`config.mk`:
```
export PLATFORM = sky130hd
export DESIGN_NAME = rstreq
export DESIGN_NICKNAME = d
export VERILOG_FILES = /design/src/rtl/rstreq.sv
export SDC_FILE = /design/constraint.sdc
export NUM_CORES = 1
export LEC_CHECK = 0
export ABC_AREA = 1
export CELL_PAD_IN_SITES_DETAIL_PLACEMENT = 0
export CELL_PAD_IN_SITES_GLOBAL_PLACEMENT = 1
export CORE_MARGIN = 10
export CORE_UTILIZATION = 41
export CTS_BUF_LIST = sky130_fd_sc_hd__clkbuf_8
export DETAILED_ROUTE_END_ITERATION = 16
export HOLD_SLACK_MARGIN = 0.03
export PLACE_DENSITY_LB_ADDON = 0.1
export SYNTH_ARGS = -nofsm -noshare
export SYNTH_HDL_FRONTEND = slang
export SYNTH_SLANG_ARGS = --single-unit
```
`constraint.sdc`:
```
create_clock -name sys_clk -period 2.1 [get_ports sys_clk]
set_input_delay 0.42 -clock sys_clk [delete_from_list [all_inputs] [get_ports sys_clk]]
set_output_delay 0.42 -clock sys_clk [all_outputs]
set_load 0.05 [all_outputs]
```
`src/rtl/rstreq.sv`:
```
// Warm-reset request initiator: merges button, watchdog and software sources into a
// fixed-length trigger_reset pulse followed by a holdoff; lives on power-on reset only.
module rstreq #(
   parameter int unsigned PULSE_LEN  = 16,
   parameter int unsigned HOLDOFF    = 1048576,
   parameter int unsigned BTN_CYCLES = 1000000,
   parameter int unsigned WDT_WIDTH  = 32
) (
   input  logic                 sys_clk,
   input  logic                 sys_rst_n,
   input  logic                 btn_n,
   input  logic                 soft_req,
   input  logic                 wdt_en,
   input  logic                 wdt_kick,
   input  logic [WDT_WIDTH-1:0] wdt_reload,
   output logic                 trigger_reset,
   output logic                 busy,
   output logic [1:0]           last_cause,
   output logic [WDT_WIDTH-1:0] wdt_count
);

   // state      | meaning
   // ST_IDLE    | armed; accepts the highest-priority pending request
   // ST_ASSERT  | trigger_reset high for PULSE_LEN cycles
   // ST_HOLDOFF | generator stretch in progress; requests dropped

   typedef enum logic [1:0] {
      ST_IDLE    = 2'd0,
      ST_ASSERT  = 2'd1,
      ST_HOLDOFF = 2'd2
   } state_e;

   typedef enum logic [1:0] {
      CAUSE_NONE = 2'b00,
      CAUSE_BTN  = 2'b01,
      CAUSE_WDT  = 2'b10,
      CAUSE_SOFT = 2'b11
   } cause_e;

   localparam int unsigned DB_W    = $clog2(BTN_CYCLES);
   localparam int unsigned CNT_MAX = (PULSE_LEN > HOLDOFF) ? PULSE_LEN : HOLDOFF;
   localparam int unsigned CNT_W   = $clog2(CNT_MAX + 1);

   localparam logic [DB_W-1:0]  DB_LAST    = DB_W'(BTN_CYCLES - 1);
   localparam logic [CNT_W-1:0] PULSE_LOAD = CNT_W'(PULSE_LEN - 1);
   localparam logic [CNT_W-1:0] HOLD_LOAD  = (HOLDOFF == 0) ? '0 : CNT_W'(HOLDOFF - 1);

   logic                 sync1_q, sync1_d;
   logic                 sync2_q, sync2_d;
   logic                 btn_db_q, btn_db_d;
   logic [DB_W-1:0]      db_cnt_q, db_cnt_d;
   logic                 btn_req_q, btn_req_d;
   logic [WDT_WIDTH-1:0] wdt_cnt_q, wdt_cnt_d;
   logic                 wdt_req;
   state_e               state_q, state_d;
   logic [CNT_W-1:0]     cnt_q, cnt_d;
   cause_e               cause_q, cause_d;
   logic                 trigger_q, trigger_d;
   logic                 busy_q, busy_d;

   // Button: synchronise, then require BTN_CYCLES stable samples before accepting a level
   always_comb begin
      sync1_d  = btn_n;
      sync2_d  = sync1_q;
      btn_db_d = btn_db_q;
      db_cnt_d = db_cnt_q;
      if (sync2_q == btn_db_q) begin
         db_cnt_d = '0;
      end else if (db_cnt_q == DB_LAST) begin
         btn_db_d = sync2_q;
         db_cnt_d = '0;
      end else begin
         db_cnt_d = db_cnt_q + DB_W'(1);
      end
      btn_req_d = btn_db_q & ~btn_db_d;
   end

   // Watchdog only counts while armed in IDLE, so it restarts fresh after every reset cycle
   always_comb begin
      wdt_cnt_d = wdt_cnt_q;
      wdt_req   = 1'b0;
      if (!wdt_en || (state_q != ST_IDLE)) begin
         wdt_cnt_d = wdt_reload;
      end else if (wdt_kick) begin
         wdt_cnt_d = wdt_reload;
      end else if (wdt_cnt_q == '0) begin
         wdt_req = 1'b1;
      end else begin
         wdt_cnt_d = wdt_cnt_q - WDT_WIDTH'(1);
      end
   end

   always_comb begin
      state_d = state_q;
      cnt_d   = cnt_q;
      cause_d = cause_q;
      case (state_q)
         ST_IDLE: begin
            if (btn_req_q || wdt_req || soft_req) begin
               state_d = ST_ASSERT;
               cnt_d   = PULSE_LOAD;
               if (btn_req_q)    cause_d = CAUSE_BTN;
               else if (wdt_req) cause_d = CAUSE_WDT;
               else              cause_d = CAUSE_SOFT;
            end
         end
         ST_ASSERT: begin
            if (cnt_q == '0) begin
               if (HOLDOFF == 0) begin
                  state_d = ST_IDLE;
               end else begin
                  state_d = ST_HOLDOFF;
                  cnt_d   = HOLD_LOAD;
               end
            end else begin
               cnt_d = cnt_q - CNT_W'(1);
            end
         end
         ST_HOLDOFF: begin
            if (cnt_q == '0) state_d = ST_IDLE;
            else             cnt_d   = cnt_q - CNT_W'(1);
         end
         default: state_d = ST_IDLE;
      endcase
      trigger_d = (state_d == ST_ASSERT);
      busy_d    = (state_d != ST_IDLE);
   end

   always_ff @(posedge sys_clk or negedge sys_rst_n) begin
      if (!sys_rst_n) begin
         sync1_q   <= 1'b1;
         sync2_q   <= 1'b1;
         btn_db_q  <= 1'b1;
         db_cnt_q  <= '0;
         btn_req_q <= 1'b0;
         wdt_cnt_q <= '0;
         state_q   <= ST_IDLE;
         cnt_q     <= '0;
         cause_q   <= CAUSE_NONE;
         trigger_q <= 1'b0;
         busy_q    <= 1'b0;
      end else begin
         sync1_q   <= sync1_d;
         sync2_q   <= sync2_d;
         btn_db_q  <= btn_db_d;
         db_cnt_q  <= db_cnt_d;
         btn_req_q <= btn_req_d;
         wdt_cnt_q <= wdt_cnt_d;
         state_q   <= state_d;
         cnt_q     <= cnt_d;
         cause_q   <= cause_d;
         trigger_q <= trigger_d;
         busy_q    <= busy_d;
      end
   end

   assign trigger_reset = trigger_q;
   assign busy          = busy_q;
   assign last_cause    = cause_q;
   assign wdt_count     = wdt_cnt_q;

endmodule

```
Yosys cells after proc, flatten, opt, wreduce, memory -nomap -nowiden
Index checks and enable logic that the tools add are counted.
{"block": "word_totals", "reg_bits": 83, "in_bits": 38, "output_inout_bits": 36, "elab_cells": 56}
{"block": "op_classes", "addsub": 3, "n_eq_ne": 8, "n_mux": 20, "bitwise_logic": 2, "reduce_logical": 12}
{"operator": "2-to-1 mux 32 bit", "n": 3}
{"operator": "2-to-1 mux 21 bit", "n": 3}
{"operator": "one-hot mux 21 bit (3 select lines)", "n": 1}
{"operator": "2-to-1 mux 20 bit", "n": 2}
{"operator": "logical NOT 32 bit", "n": 1}
{"operator": "subtractor 32 x 1 -> 32 bit (second input constant)", "n": 1}
{"operator": "logical NOT 21 bit", "n": 1}
{"operator": "subtractor 21 x 1 -> 21 bit (second input constant)", "n": 1}
{"operator": "adder 20 x 1 -> 20 bit (second input constant)", "n": 1}
{"operator": "== test 20 bit (second input constant)", "n": 1}
{"operator": "2-to-1 mux 2 bit", "n": 4}
{"operator": "2-to-1 mux 1 bit", "n": 6}
{"operator": "one-hot mux 2 bit (3 select lines)", "n": 1}
{"operator": "== test 2 x 1 -> 1 bit (second input constant)", "n": 2}
{"operator": "inequality test 2 bit (second input constant)", "n": 2}
{"operator": "nonzero test 2 bit", "n": 2}
{"operator": "logical OR 1 bit", "n": 3}
{"operator": "inequality test 3 bit (second input constant)", "n": 1}
{"operator": "AND reduction 3 bit", "n": 1}
{"operator": "nonzero test 3 bit", "n": 1}
{"operator": "== test 2 bit (second input constant)", "n": 1}
{"operator": "logical NOT 2 bit", "n": 1}
{"operator": "AND reduction 2 bit", "n": 1}
{"operator": "bitwise AND 1 bit", "n": 1}
{"operator": "3 further kinds", "n": 3}

Longest topological paths before layout
{"block": "depth", "word_depth": 9, "depth_mapped": 12, "ltp_nobuf": 12}

Least setup slack after synthesis
No wires, ideal clock.
{"block": "synth_path", "kind": "register to register", "start": "register wdt_cnt_q[0], in the netlist wdt_count[0]", "end": "register wdt_cnt_q[26], in the netlist wdt_count[26]", "setup_time_ps": 120, "t_arrival_ps": 1911, "required_time_ps": 1980, "setup_slack_ps": 69, "path_stages_with_launch": 12, "period_less_slack_ps": 2031, "path_cell_list": "dfrtp_1 -> inv_1 -> ha_1 -> nand3_1 -> nor2_2 -> inv_1 -> nor2_4 -> nand2_1 -> nor2_1 -> nor2_1 -> o21ai_0 -> inv_1"}
{"block": "synth_between", "elab_chain_len": 4, "elab_cells_between_ends": 6, "classes_between": "add/sub (1); eq/ne (1); mux (3); reduce/logical (1)"}
{"item": "start: declaration", "line_no": "53", "text": "logic [WDT_WIDTH-1:0] wdt_cnt_q, wdt_cnt_d;"}
{"item": "start signal: assignment", "line_no": "148", "text": "wdt_cnt_q <= wdt_cnt_d;"}
{"item": "subtractor 32 x 1 -> 32 bit", "line_no": "89", "text": "wdt_cnt_d = wdt_cnt_q - WDT_WIDTH'(1);"}
{"item": "2-to-1 mux 32 bit", "line_no": "86", "text": "end else if (wdt_cnt_q == '0) begin"}
{"item": "2-to-1 mux 32 bit", "line_no": "84", "text": "end else if (wdt_kick) begin"}
{"item": "2-to-1 mux 32 bit", "line_no": "82", "text": "if (!wdt_en || (state_q != ST_IDLE)) begin"}
Parallel ways exist; a longest one is shown, timed or not. The select of a mux whose other input is x is not followed.
A chain may end at the register's enable or synchronous reset.

Worst setup path in the final report
{"block": "layout_path", "start": "register wdt_cnt_q[6], in the netlist wdt_count[6]", "end": "output port wdt_count[6]"}
{"item": "end: declaration", "line_no": "19", "text": "output logic [WDT_WIDTH-1:0] wdt_count"}
No word-level cell between the ends.

==> run metrics <==
Slew @ Worst Pin=0.535 ns; commonest non-fill, non-tap cell in the layout=nand2_1; Antenna Nets Post-Route=0; pin count of the biggest net entering global routing=84; time the worst path needs with I/O delays and setup=2.04 ns; commonest cells after routing, fill and taps aside=150 x nand2_1, 145 x nor2_1, 86 x inv_1, 80 x dfrtp_1, 48 x clkdlybuf4s50_1; Power Density=1010 nW/um2; Yosys top cell area share=37.8%; Hold-fix buffers, CTS=0; type of the worst setup path=flop to output pin; first-pass GRT wire length=23.8 mm; critical path, cell by cell=clkdlybuf4s50_1; setup repair bufs after CTS=0; clk sinks=83; Hold Crit Class=input pin to async pin; initial antenna violation count=0; vias per cell=4.87; Synth Register Bits=83; total negative slack=0 ns; Tot GR Track Use=16.1%; top_reg_cell synth=dfrtp_1; DPL Wire Length=10.7 mm; Placement Rows=41; CP delay by family, top=buffers and inverters; layout cells sized above 1=14.8%; gpl congestion=0.845; CP Max Fanout=4; Yosys Warn Count=0; max-cap violations=0; post-synthesis cell count=724; slowest CP cell=clkdlybuf4s50_1; # diodes=0; leading area contributor after synthesis=dfrtp_1; total grt overflow=0; full die area=17900 um2; period utilisation layout=97.3%; htree depth=3; Inserted Clock Buffers=9; Post-Route WL=14.2 mm; Max Clock Skew=0.0199 ns; fmax=490 MHz; clock tree buffer depth=2; final std cells w/o fill=996; Clk Latency, worst-skew pair=0.38 ns; status=completed; Avg WL per Cell=14.2 um; Area Overhead vs Synth=24.2%; number of global-route vias before repair=4829; CP required=1.68 ns; Port-buffer cells=73; Async S/R FF share, synth=100%; Worst VDD drop=0.000581 V; Reg clk slew, reported paths=0.10 ns; core footprint=12600 um2; Starting Density=42.0%; DR pass1 iterations=5; Die W=134 um; Synthesized Nets=770; Fin. Hold Viols=0; sequential cell area fraction in the yosys report=39.3%; Synth Cell Area=5300 um2; residual DRC count=0; fin util=52.1%; die height=134 um; Critical path buffers and inverters=1; CP endpoint kind=output pin; CP Data Arrival Time=1.62 ns; clock root cell=clkbuf_8; Relative slew margins=64.2%; Leak=3.03 nW; CTS resizes=8; Startpoint Class=flop; EDFF count, synth=0; nets@finish=865; RSZ-0062 raised after global routing=false; endpoints failing setup=0; Crit path largest cell delay=0.83 ns; CTS tree=built; Iter 0 DRT Violations=285; vias post-DR=4853; Placed Cells incl. Taps=980; io pins=74; Syn Area/Cell=7.31 um2; Netlist cell types=40; fin. max-slew vios=0; Synth area leaders=dfrtp_1 38%, nand2_1 11%, nor2_1 10%
## flip-flops by register name (all words and copies together), names as in the netlist
name,cells
db_cnt_q,20
wdt_count,32
state_q,2
btn_req_q,1
sync2_q,1
cnt_q,21
busy,1
trigger_reset,1
last_cause,2
btn_db_q,1
sync1_q,1
## layout make-up
class | instances | area, um2
Timing Repair Buffer | 99 | 938
Clock inverter | 6 | 81.3
Inverter | 92 | 345
Tap cell | 172 | 215
Sequential cell | 83 | 2080
Fill cell | 1282 | 6040
Clock buffer | 10 | 138
Multi-Input combinational cell | 534 | 2780
## power breakdown
part / switching [mW] / internal [mW]
logic: 2.06 / 1.10
clock network: 0.612 / 0.694
registers: 0.311 / 1.86
## synth_stat cells (9+ instances only)
cell type    n
a21oi_1     15
o21ai_0     30
o21ai_2     20
nand4_1      9
nand2_1    150
nor3_1      17
nand3_1     47
inv_1       85
dfrtp_1     80
nor2_1     146
nand2_2     11
xor2_1      16
xnor2_1     15
nor2_2      10
## per-stage QoR
step	worst slack [ns]	cell area (um2)	hold WS, ns	total power, mW
2_1_floorplan	0.0693	5300	0.124	4.39
3_3_place_gp	0.0637	6340	0.349	5.36
3_5_place_dp	0.0474	6340	0.347	5.39
4_1_cts	0.00646	6550	0.0780	6.70
5_1_grt	0.0000228	6580	0.0830	7.12
6_report	0.0575	6580	0.0586	6.63
## worst paths after layout
check	start	to	slack, ns	cells after the start
setup / recovery	wdt_count[6]	wdt_count[6]	0.06	1
hold / removal	sys_rst_n	wdt_count[26]	0.06	2
setup reg to reg	cnt_q[0]	trigger_reset	0.18	11
hold reg to reg	sync1_q	sync2_q	0.36	0
max in group asynchronous	sys_rst_n	sync2_q	1.64	2
min in group sys_clk	sync1_q	sync2_q	0.36	0
## metal layers
layer,up-vias,part of all wire [%],track usage (%)
met1,2269,48,20.1
met5,-,0,0
met3,17,3.4,3.57
li1,2478,-,-
met4,0,1.6,5.20
met2,89,47,26.9
## kinds of logic (layout without fill, tap and decap cells)
| family | Yosys count | count (layout) | share of synthesized area, % |
|---|---|---|---|
| buffers and inverters | 107 | 207 | 8.46 |
| flip-flops | 83 | 83 | 39.3 |
| AO/OA/AOI/OAI | 80 | 80 | 9.55 |
| XOR/XNOR | 31 | 31 | 5.13 |
| AND/OR/NAND/NOR | 415 | 415 | 35.7 |
| adder cells (fa/ha/maj) | 8 | 8 | 1.89 |
(Power assumes the default switching activity.)
